<file path="src/rtl/guess_pkg.sv">
// Shared definitions for the bulls-and-cows game core.
//   KEY_*       : keypad codes with a special meaning (digits are 0-9)
//   phase_e     : game phase encoding, also driven on the phase output
//   count_width : bits needed to hold a count from 0 to n inclusive
package guess_pkg;

    localparam logic [3:0] KEY_ENTER   = 4'hA;
    localparam logic [3:0] KEY_BACK    = 4'hB;
    localparam logic [3:0] KEY_RESTART = 4'hF;

    typedef enum logic [2:0] {
        PH_SET_SECRET = 3'd0,
        PH_GUESS      = 3'd1,
        PH_COMPARE    = 3'd2,
        PH_RESULT     = 3'd3,
        PH_WIN        = 3'd4,
        PH_LOSE       = 3'd5
    } phase_e;

    function automatic int count_width(input int n);
        return $clog2(n + 1);
    endfunction

endpackage

</file>
<file path="src/rtl/guess_scorer.sv">
// Iterative A/B scorer: one guess digit per cycle against the whole secret.
//   clk, rst      : clock, asynchronous active-low reset
//   clear         : synchronous abort, returns to idle with cleared accumulators
//   start         : begin scoring; secret/guess must be stable from the next cycle
//   secret, guess : NUM_DIGITS packed digits, slot i = [4i+3:4i]
//   busy          : scoring in progress (one cycle per digit)
//   done          : one-cycle pulse on the last step; a/b are final while done=1
//   a, b          : exact-position hits, wrong-position hits
module guess_scorer
    import guess_pkg::*;
#(
    parameter int NUM_DIGITS = 4
) (
    input  logic                                clk,
    input  logic                                rst,
    input  logic                                clear,
    input  logic                                start,
    input  logic [4*NUM_DIGITS-1:0]             secret,
    input  logic [4*NUM_DIGITS-1:0]             guess,
    output logic                                busy,
    output logic                                done,
    output logic [count_width(NUM_DIGITS)-1:0]  a,
    output logic [count_width(NUM_DIGITS)-1:0]  b
);

    localparam int            CW   = count_width(NUM_DIGITS);
    localparam logic [CW-1:0] ONE  = CW'(1);
    localparam logic [CW-1:0] LAST = CW'(NUM_DIGITS - 1);

    logic          busy_q, busy_d;
    logic [CW-1:0] idx_q, idx_d;
    logic [CW-1:0] a_acc_q, a_acc_d;
    logic [CW-1:0] b_acc_q, b_acc_d;

    logic [3:0]    g_dig;
    logic [CW-1:0] step_a, step_b, a_sum, b_sum;
    logic          last;

    always_comb begin
        g_dig  = guess[32'(idx_q)*4 +: 4];
        step_a = (g_dig == secret[32'(idx_q)*4 +: 4]) ? ONE : '0;
        step_b = '0;
        for (int unsigned j = 0; j < NUM_DIGITS; j++) begin
            if ((j != 32'(idx_q)) && (secret[j*4 +: 4] == g_dig))
                step_b = step_b + ONE;
        end
        a_sum = a_acc_q + step_a;
        b_sum = b_acc_q + step_b;
        last  = (idx_q == LAST);
    end

    // Final scores include the current step so the parent can load them on
    // the same edge that ends the last compare cycle.
    assign busy = busy_q;
    assign done = busy_q && last;
    assign a    = a_sum;
    assign b    = b_sum;

    always_comb begin
        busy_d  = busy_q;
        idx_d   = idx_q;
        a_acc_d = a_acc_q;
        b_acc_d = b_acc_q;
        if (clear) begin
            busy_d  = 1'b0;
            idx_d   = '0;
            a_acc_d = '0;
            b_acc_d = '0;
        end else if (start) begin
            busy_d  = 1'b1;
            idx_d   = '0;
            a_acc_d = '0;
            b_acc_d = '0;
        end else if (busy_q) begin
            a_acc_d = a_sum;
            b_acc_d = b_sum;
            if (last) busy_d = 1'b0;
            else      idx_d  = idx_q + ONE;
        end
    end

    always_ff @(posedge clk or negedge rst) begin
        if (!rst) begin
            busy_q  <= 1'b0;
            idx_q   <= '0;
            a_acc_q <= '0;
            b_acc_q <= '0;
        end else begin
            busy_q  <= busy_d;
            idx_q   <= idx_d;
            a_acc_q <= a_acc_d;
            b_acc_q <= b_acc_d;
        end
    end

endmodule

</file>
<file path="src/rtl/guess_game_engine.sv">
// Bulls-and-cows ("xAyB") game core: entry buffer, phase FSM, attempt count.
//   clk, rst          : clock, asynchronous active-low reset
//   key_valid/code    : debounced key strobe; 0-9 digit, A enter, B backspace,
//                       F restart, other codes ignored
//   entry_buf/cnt     : digits being typed (slot 0 = first typed) and count
//   phase             : guess_pkg::phase_e value
//   a_cnt/b_cnt       : last score, updated with a one-cycle result_valid
//   tries             : guesses scored since restart (saturating)
//   key_reject        : one-cycle pulse when a key is refused
//   win/lose          : decoded from phase
module guess_game_engine
    import guess_pkg::*;
#(
    parameter int NUM_DIGITS = 4,
    parameter int MAX_TRIES  = 10,
    parameter bit UNIQUE     = 1'b1
) (
    input  logic                                clk,
    input  logic                                rst,
    input  logic                                key_valid,
    input  logic [3:0]                          key_code,
    output logic [4*NUM_DIGITS-1:0]             entry_buf,
    output logic [count_width(NUM_DIGITS)-1:0]  entry_cnt,
    output logic [2:0]                          phase,
    output logic [count_width(NUM_DIGITS)-1:0]  a_cnt,
    output logic [count_width(NUM_DIGITS)-1:0]  b_cnt,
    output logic                                result_valid,
    output logic [7:0]                          tries,
    output logic                                key_reject,
    output logic                                win,
    output logic                                lose
);

    localparam int            CW   = count_width(NUM_DIGITS);
    localparam int            BW   = 4 * NUM_DIGITS;
    localparam logic [CW-1:0] ONE  = CW'(1);
    localparam logic [CW-1:0] FULL = CW'(NUM_DIGITS);

    phase_e        phase_q, phase_d;
    logic [BW-1:0] entry_q, entry_d;
    logic [BW-1:0] secret_q, secret_d;
    logic [BW-1:0] guess_q, guess_d;
    logic [CW-1:0] cnt_q, cnt_d;
    logic [CW-1:0] a_q, a_d;
    logic [CW-1:0] b_q, b_d;
    logic [7:0]    tries_q, tries_d;
    logic          rv_q, rv_d;
    logic          rej_q, rej_d;

    logic          restart, is_digit, full, dup;
    logic          score_start, score_busy, score_done;
    logic [CW-1:0] score_a, score_b;

    guess_scorer #(
        .NUM_DIGITS(NUM_DIGITS)
    ) u_scorer (
        .clk    (clk),
        .rst    (rst),
        .clear  (restart),
        .start  (score_start),
        .secret (secret_q),
        .guess  (guess_q),
        .busy   (score_busy),
        .done   (score_done),
        .a      (score_a),
        .b      (score_b)
    );

    always_comb begin
        restart  = key_valid && (key_code == KEY_RESTART);
        is_digit = (key_code <= 4'd9);
        full     = (cnt_q == FULL);
        dup      = 1'b0;
        for (int unsigned k = 0; k < NUM_DIGITS; k++) begin
            if ((k < 32'(cnt_q)) && (entry_q[k*4 +: 4] == key_code))
                dup = 1'b1;
        end
    end

    always_comb begin
        phase_d     = phase_q;
        entry_d     = entry_q;
        secret_d    = secret_q;
        guess_d     = guess_q;
        cnt_d       = cnt_q;
        a_d         = a_q;
        b_d         = b_q;
        tries_d     = tries_q;
        rv_d        = 1'b0;
        rej_d       = 1'b0;
        score_start = 1'b0;

        if (restart) begin
            phase_d  = PH_SET_SECRET;
            entry_d  = '0;
            secret_d = '0;
            guess_d  = '0;
            cnt_d    = '0;
            a_d      = '0;
            b_d      = '0;
            tries_d  = '0;
        end else begin
            unique case (phase_q)
                PH_SET_SECRET, PH_GUESS: begin
                    if (key_valid) begin
                        if (is_digit) begin
                            if (full || (UNIQUE && dup)) begin
                                rej_d = 1'b1;
                            end else begin
                                entry_d[32'(cnt_q)*4 +: 4] = key_code;
                                cnt_d = cnt_q + ONE;
                            end
                        end else if (key_code == KEY_BACK) begin
                            if (cnt_q == '0) begin
                                rej_d = 1'b1;
                            end else begin
                                entry_d[(32'(cnt_q)-1)*4 +: 4] = '0;
                                cnt_d = cnt_q - ONE;
                            end
                        end else if (key_code == KEY_ENTER) begin
                            if (!full) begin
                                rej_d = 1'b1;
                            end else begin
                                entry_d = '0;
                                cnt_d   = '0;
                                if (phase_q == PH_SET_SECRET) begin
                                    secret_d = entry_q;
                                    phase_d  = PH_GUESS;
                                end else begin
                                    guess_d     = entry_q;
                                    score_start = 1'b1;
                                    phase_d     = PH_COMPARE;
                                end
                            end
                        end
                    end
                end
                PH_COMPARE: begin
                    rej_d = key_valid;
                    if (score_done) begin
                        a_d     = score_a;
                        b_d     = score_b;
                        rv_d    = 1'b1;
                        tries_d = (tries_q == 8'hFF) ? tries_q : tries_q + 8'd1;
                        phase_d = PH_RESULT;
                    end else if (!score_busy) begin
                        // Scorer idle without finishing: never expected, recover to entry.
                        phase_d = PH_GUESS;
                    end
                end
                PH_RESULT: begin
                    rej_d = key_valid;
                    // tries_q already holds the incremented count here; WIN checked first.
                    if (a_q == FULL)
                        phase_d = PH_WIN;
                    else if ((MAX_TRIES != 0) && (32'(tries_q) == MAX_TRIES))
                        phase_d = PH_LOSE;
                    else
                        phase_d = PH_GUESS;
                end
                PH_WIN, PH_LOSE: begin
                    rej_d = key_valid;
                end
                default: begin
                    phase_d = PH_SET_SECRET;
                end
            endcase
        end
    end

    always_ff @(posedge clk or negedge rst) begin
        if (!rst) begin
            phase_q  <= PH_SET_SECRET;
            entry_q  <= '0;
            secret_q <= '0;
            guess_q  <= '0;
            cnt_q    <= '0;
            a_q      <= '0;
            b_q      <= '0;
            tries_q  <= '0;
            rv_q     <= 1'b0;
            rej_q    <= 1'b0;
        end else begin
            phase_q  <= phase_d;
            entry_q  <= entry_d;
            secret_q <= secret_d;
            guess_q  <= guess_d;
            cnt_q    <= cnt_d;
            a_q      <= a_d;
            b_q      <= b_d;
            tries_q  <= tries_d;
            rv_q     <= rv_d;
            rej_q    <= rej_d;
        end
    end

    assign entry_buf    = entry_q;
    assign entry_cnt    = cnt_q;
    assign phase        = phase_q;
    assign a_cnt        = a_q;
    assign b_cnt        = b_q;
    assign result_valid = rv_q;
    assign tries        = tries_q;
    assign key_reject   = rej_q;
    assign win          = (phase_q == PH_WIN);
    assign lose         = (phase_q == PH_LOSE);

endmodule

</file>
<file path="config.mk">
export PLATFORM = sky130hd
export DESIGN_NAME = guess_game_engine
export DESIGN_NICKNAME = d
export VERILOG_FILES = /design/src/rtl/guess_pkg.sv /design/src/rtl/guess_scorer.sv /design/src/rtl/guess_game_engine.sv
export SDC_FILE = /design/constraint.sdc
export NUM_CORES = 1
export LEC_CHECK = 0
export ABC_AREA = 1
export BUFFER_PORTS_ARGS = -buffer_cell sky130_fd_sc_hd__buf_2
export CAP_MARGIN = 20
export CORE_MARGIN = 2
export CORE_UTILIZATION = 30
export DETAILED_ROUTE_END_ITERATION = 16
export SYNTH_ARGS = -nofsm -noshare
export SYNTH_HDL_FRONTEND = slang
export SYNTH_SLANG_ARGS = --single-unit
</file>
<file path="constraint.sdc">
create_clock -name clk -period 7.1 [get_ports clk]
set_input_delay 0.71 -clock clk [delete_from_list [all_inputs] [get_ports clk]]
set_output_delay 0.71 -clock clk [all_outputs]
set_load 0.05 [all_outputs]
</file>
# After elaboration in Yosys (flattened, before gate mapping)
# Index checks and enable logic that the tools add are counted.
[classes]
shift = 6
muxes = 101
n_addsub = 12
n_lt_le_gt_ge = 5
n_reduce_logical = 34
n_eq_ne = 39
[op_table]
columns = ["cell", "n"]
rows = [
  ["two-way mux 16 bit", 25],
  ["two-way mux 3 bit", 38],
  ["variable shift 4 x 34 -> 16 bit (first input constant)", 2],
  ["== test 4 bit", 9],
  ["negation 32 -> 34 bit", 1],
  ["negation 5 -> 34 bit", 1],
  ["variable part select 4 x 34 -> 16 bit", 1],
  ["variable part select 4 x 34 -> 16 bit (first input constant)", 1],
  ["bitwise mux 16 bit", 2],
  ["two-way mux 8 bit", 4],
  ["variable part select 16 x 6 -> 4 bit", 2],
  ["two-way mux 1 bit", 29],
  ["inequality test 3 bit (second input constant)", 7],
  ["AND reduction 7 bit", 3],
  ["nonzero test 2 bit", 7],
  ["adder 3 x 1 -> 3 bit (second input constant)", 4],
  ["== test 3 bit (second input constant)", 4],
  ["== test 4 bit (second input constant)", 3],
  ["case mux 3 bit (4 select lines)", 1],
  ["logical AND 1 bit", 10],
  ["inequality test 2 bit (second input constant)", 5],
  ["== test 3 x 2 -> 1 bit (second input constant)", 3],
  ["adder 8 x 1 -> 8 bit (second input constant)", 1],
  ["== test 8 x 4 -> 1 bit (second input constant)", 1],
  ["23 further kinds", 33],
]
[totals]
inputBits = 7
regBits = 80
elab_cells = 211

# Depth between registers and ports, before layout
[depth]
ltp_word = 14
ltp_mapped = 23
depth_no_buf = 21

# By module
# Synthesis repeated with hierarchy kept, for this count alone.
[hier_totals]
cells_unflattened = 710
area_unflattened_um2 = 5487.8
[modules_own_cells]
columns = ["mod", "instances", "seq_area_each_um2", "cells_per_inst", "area_each_um2"]
rows = [
  ["guess_game_engine", 1, 1751.7, 502, 4057.6],
  ["guess_scorer", 1, 250.2, 208, 1430.1],
]

# Least setup slack after synthesis
# Ideal clock, no wire load.
[synth_timing]
path_kind = "reg2reg"
start = "reg cnt_q[0], in the netlist entry_cnt[0]"
end = "reg entry_q[12], in the netlist entry_buf[12]"
synth_period_minus_slack_ns = 3.716
required_ns = 6.980
arrival_time_ns = 3.597
stages_incl_launch_ff = 17
path_slack_ns = 3.384
cell_sequence = "dfrtp_1 -> buf_2 -> inv_2 -> ha_1 -> ha_1 -> clkbuf_1 -> inv_1 -> nor3_1 -> inv_1 -> ha_1 -> or2_2 -> o21ai_0 -> nand4_1 -> a22oi_1 -> nand3_2 -> nand2_1 -> nand2_1"
[synth_via]
elab_chain_cells = 10
word_cells_on_any_way = 35
cone_classes = "add/sub: 3; order compare: 4; eq/ne: 3; shift: 4; mux: 13; reduce/logical: 8"
[synth_lines]
columns = ["element", "line", "source"]
rows = [
  ["start, declared", "guess_game_engine.sv:43", "logic [CW-1:0] cnt_q, cnt_d;"],
  ["start signal, assigned", "guess_game_engine.sv:188", "cnt_q <= cnt_d;"],
  ["subtractor 3 x 1 -> 4 bit", "guess_game_engine.sv:117", "entry_d[(32'(cnt_q)-1)*4 +: 4] = '0;"],
  ["negation 32 -> 34 bit", "guess_game_engine.sv:117", ""],
  ["variable part select 4 x 34 -> 16 bit or variable shift 4 x 34 -> 16 bit (tied branches)", "guess_game_engine.sv:117", ""],
  ["bitwise mux 16 bit", "guess_game_engine.sv:117", ""],
  ["two-way mux 16 bit", "guess_game_engine.sv:114", "if (cnt_q == '0) begin"],
  ["two-way mux 16 bit", "guess_game_engine.sv:113", "end else if (key_code == KEY_BACK) begin"],
  ["two-way mux 16 bit", "guess_game_engine.sv:106", "if (is_digit) begin"],
  ["two-way mux 16 bit", "guess_game_engine.sv:105", "if (key_valid) begin"],
  ["two-way mux 16 bit", "guess_game_engine.sv:103", "unique case (phase_q)"],
  ["two-way mux 16 bit", "guess_game_engine.sv:93", "if (restart) begin"],
  ["end signal, assigned", "guess_game_engine.sv:185", "entry_q <= entry_d;"],
  ["end, declared", "guess_game_engine.sv:40", "logic [BW-1:0] entry_q, entry_d;"],
]
# Parallel ways exist; a longest one is shown, timed or not. The select of a mux whose other input is x is not followed.
# A chain may end at the register's enable or synchronous reset.

# Worst setup path after layout
[layout_timing]
start = "reg u_scorer.idx_q[0]"
end = "reg b_q[2], in the netlist b_cnt[2]"
[layout_via]
elab_chain_cells = 14
word_cells_on_any_way = 28
cone_classes = "add/sub: 4; eq/ne: 8; shift: 1; mux: 7; reduce/logical: 8"
[layout_lines]
columns = ["element", "line", "source"]
rows = [
  ["start, declared", "guess_scorer.sv:31", "logic [CW-1:0] idx_q, idx_d;"],
  ["start signal, assigned", "guess_scorer.sv:90", "idx_q <= idx_d;"],
  ["variable part select 16 x 6 -> 4 bit", "guess_scorer.sv:40", "g_dig = guess[32'(idx_q)*4 +: 4];"],
  ["== test 4 bit", "guess_scorer.sv:44", "if ((j != 32'(idx_q)) && (secret[j*4 +: 4] == g_dig))"],
  ["logical AND 1 bit", "guess_scorer.sv:44", ""],
  ["two-way mux 1 bit", "guess_scorer.sv:44", ""],
  ["adder 1 x 1 -> 2 bit", "guess_scorer.sv:45", "step_b = step_b + ONE;"],
  ["two-way mux 3 bit", "guess_scorer.sv:44", ""],
  ["adder 3 x 1 -> 3 bit", "guess_scorer.sv:45", ""],
  ["two-way mux 3 bit", "guess_scorer.sv:44", ""],
  ["adder 3 x 1 -> 3 bit", "guess_scorer.sv:45", ""],
  ["two-way mux 3 bit", "guess_scorer.sv:44", ""],
  ["adder 3 bit", "guess_scorer.sv:48", "b_sum = b_acc_q + step_b;"],
  ["two-way mux 3 bit", "guess_game_engine.sv:140", "if (score_done) begin"],
  ["two-way mux 3 bit", "guess_game_engine.sv:103", ""],
  ["two-way mux 3 bit", "guess_game_engine.sv:93", ""],
  ["end signal, assigned", "guess_game_engine.sv:179", "b_q <= '0;"],
  ["end signal, assigned", "guess_game_engine.sv:190", "b_q <= b_d;"],
  ["end, declared", "guess_game_engine.sv:45", "logic [CW-1:0] b_q, b_d;"],
]
# Parallel ways exist; a longest one is shown, timed or not. The select of a mux whose other input is x is not followed.

==> results.py <==
metrics = {
    "synth": {
        "ys_seq_area_share_pct": 38.2,
        "synth_top_area_share_pct": 38.2,
        "netlist_instances": 695,
        "synth_seq_cells": 80,
        "ys_types": 45,
        "yosysMostFrequentCell": "nand2_1",
        "yosys-top-cells-count": "175 x nand2_1, 80 x dfrtp_1, 75 x inv_1",
        "ys_warn_count": 0,
        "syn_nets": 733,
        "ys_async_sr_fraction_pct": 100,
        "syn-mean-instance-area_um2": 7.55,
        "netlist_area_mm2": 0.00525,
        "synthFlopType": "dfrtp_1",
        "synth-edff-count": 0,
        "synth_top_area_cell": "dfrtp_1",
        "synth_area_leaders": "dfrtp_1 38%, nand2_1 13%, ha_1 7.2%",
    },
    "cells_and_area": {
        "fin_util_pct": 34.7,
        "area_delta_synth_final_pct": 13.7,
        "diodes": 0,
        "drive_above_1_share_pct": 12.4,
        "post-route-cell-area_mm2": 0.00597,
        "final_nets": 769,
        "register_area_mm2": 0.00200,
        "fillers": 1901,
        "multiInputGateArea_mm2": 0.00280,
    },
    "drt": {
        "drt_iter0_drc": 277,
        "viasPerCell": 4.94,
        "drc_errors": 0,
        "drtAntennaViolNets": 0,
        "wl_per_cell_um": 14.3,
        "drtPass1Iterations": 5,
        "wirelength_mm": 13.7,
        "vias": 4741,
    },
    "placement": {
        "place_area_mm2": 0.00566,
        "hpwlAfterDp_mm": 10.2,
        "port-buffer-count": 46,
        "gp_congestion": 0.864,
        "dp_slack_ns": 2.91,
    },
    "sta": {
        "setup_viol": 0,
        "max_slew.worst_pin.slew_ns": 0.775,
        "skew_ns": 0.00943,
        "fin_crit_sh_pct": 59.7,
        "min_period_ns": 4.24,
        "setup_tns_ns": 0,
        "hold_violations": 0,
        "worst_slack_ns": 2.86,
        "rsz0062_at_grt": "false",
        "clock.fmax_mhz": 236,
        "relSlewSlack_pct": 48.3,
        "slew_viol_final": 0,
    },
    "power": {
        "p_clk_share_pct": 22.0,
        "combPwrFrac_pct": 50.7,
        "p_leak_nw": 2.79,
        "switching_share_pct": 47.0,
        "peakVddDrop_uv": 219,
        "total_power_mw": 2.23,
        "net-switching-power_mw": 1.05,
        "power_density_mw_per_mm2": 373,
        "intPower_mw": 1.18,
        "p_seq_share_pct": 27.2,
    },
    "critical_path": {
        "r2r_cells": 20,
        "end_kind": "flop",
        "critPathLaunchType": "flop",
        "reg2reg_from": "u_scorer.idx_q[0]",
        "r2r_slack_ns": 2.86,
        "r2r_end": "b_cnt[2]",
        "cp.arrival_ns": 4.47,
        "cp_max_fo": 21,
        "critPathKind": "reg2reg",
        "required_ns": 7.34,
    },
    "clock_tree": {
        "post_cts_resized": 0,
        "clk_path_buf_depth": 2,
        "cts_tree": "built",
        "cts.sinks": 80,
        "cts_hold_buf": 0,
        "postCtsSetupBuffers": 0,
        "cts_max_level": 3,
        "cts-root-buf": "clkbuf_16",
        "clkSlewWorstSetupHoldPaths_ns": 0.06,
        "cts_buffers": 9,
        "clock_latency_ns": 0.35,
    },
    "floorplan": {
        "core-area_mm2": 0.0172,
        "start_util_pct": 30.5,
        "die_area_mm2": 0.0186,
        "rows": 48,
        "die_h_um": 136,
        "io_pins": 47,
        "die_x_um": 136,
    },
    "flow_run": {
        "maxCapViolCount": 0,
    },
    "grt": {
        "grt_max_degree": 62,
        "grt_pass1_wl_mm": 22.9,
        "grt_pass1_vias": 4479,
        "grt.total_usage_pct": 15.7,
        "antenna_found_initial": 0,
        "grt_overflow": 0,
    },
    "status": {
        "status": "completed",
    },
    "hold_path": {
        "min_path_type": "in2async",
    },
}
[through the flow]
stage                     instances  hold WS, ns
after floorplan                 695        0.414
after global placement          945        0.469
after detailed placement        945        0.474
after CTS                       960        0.245
after global routing            960        0.260
final                           960        0.243
[worst max-delay path, cell delays in order, from the launching register on]
cell	delay, ns
dfrtp_1	0.58
inv_1	0.53
nand2_1	0.11
nand3_1	0.16
nand3_2	0.18
a21boi_0	0.20
o2111ai_1	0.12
nand2b_1	0.18
inv_1	0.06
ha_1	0.24
xor2_1	0.22
inv_1	0.06
ha_1	0.27
mux2i_1	0.08
fa_1	0.42
xnor2_1	0.26
inv_1	0.09
nand4_1	0.11
nand3_1	0.12
nand3_1	0.09
nand2_1	0.05
[cells in the final DEF, fill, tap and decap left out, types with 2 or more instances in the layout]
master      count
inv_1          75
o31ai_2         4
nand3_1        30
a22oi_1         4
o21ai_1        16
clkbuf_16       9
nor3_1         28
nand2_1       175
bufinv_16       2
dfrtp_1        80
nor4_1          9
buf_4           5
clkinv_2        2
a21oi_1        18
xor2_1         14
o31ai_1         7
xnor2_1         5
ha_1           30
o21ai_0        44
nand2b_1        2
inv_2           7
buf_2          45
nand4_1        34
nand3_2         8
o22ai_1         7
nor3_2          2
nor2_1         53
clkinvlp_4      2
[per-layer routing]
metal | up-vias | part of all wire (%) | track usage [%]
met4 | 0 | 1.7 | 5.61
met1 | 2241 | 49 | 21.2
li1 | 2399 | - | -
met3 | 15 | 3.1 | 2.57
met2 | 86 | 46 | 25.3
met5 | - | 0 | 0
[power groups by stage]
stage                     Sequential (mW)  Clock, mW  Combinational, mW
after detailed placement            0.616          0               1.13
final                               0.607      0.491               1.13
after CTS                           0.609      0.503               1.13
after global routing                0.623      0.524               1.29
after floorplan                     0.724          0              0.774
after global placement              0.614          0               1.12
[final cells by class]
| type | instances | area share (%) |
|---|---|---|
| clock buffer | 9 | 3.77 |
| clock inverter | 6 | 1.43 |
| inverter | 83 | 5.22 |
| multi-input combinational | 507 | 46.9 |
| sequential | 80 | 33.6 |
| tap | 225 | 4.72 |
| timing repair buffer | 50 | 4.40 |
[registers in the layout, summed over array words and instances, names as in the netlist]
name,flops
secret_q,16
entry_buf,16
guess_q,16
entry_cnt,3
u_scorer.busy,1
u_scorer.idx_q,3
u_scorer.b_acc_q,3
a_cnt,3
key_reject,1
tries,8
u_scorer.a_acc_q,3
phase,3
b_cnt,3
result_valid,1
[logic make-up (layout without fill, tap and decap cells)]
logic type,after synthesis,count (layout),synth area share [%]
AO/OA/AOI/OAI,111,111,12.6
XOR/XNOR,19,19,3.17
flip-flops,80,80,38.2
multiplexers,1,1,0.191
AND/OR/NAND/NOR,345,345,29.8
buffers and inverters,108,148,8.49
adder cells (fa/ha/maj),31,31,7.54
[worst max-delay path by stage]
stage,start,to,cells past startpoint
global placement,u_scorer.idx_q[0],u_scorer.b_acc_q[2],20
CTS,u_scorer.idx_q[0],b_cnt[2],20
global route,u_scorer.idx_q[0],u_scorer.b_acc_q[2],20
detailed placement,u_scorer.idx_q[0],b_cnt[2],20
floorplan,entry_cnt[0],entry_buf[12],16
finish,u_scorer.idx_q[0],b_cnt[2],20
(Power assumes the default switching activity.)
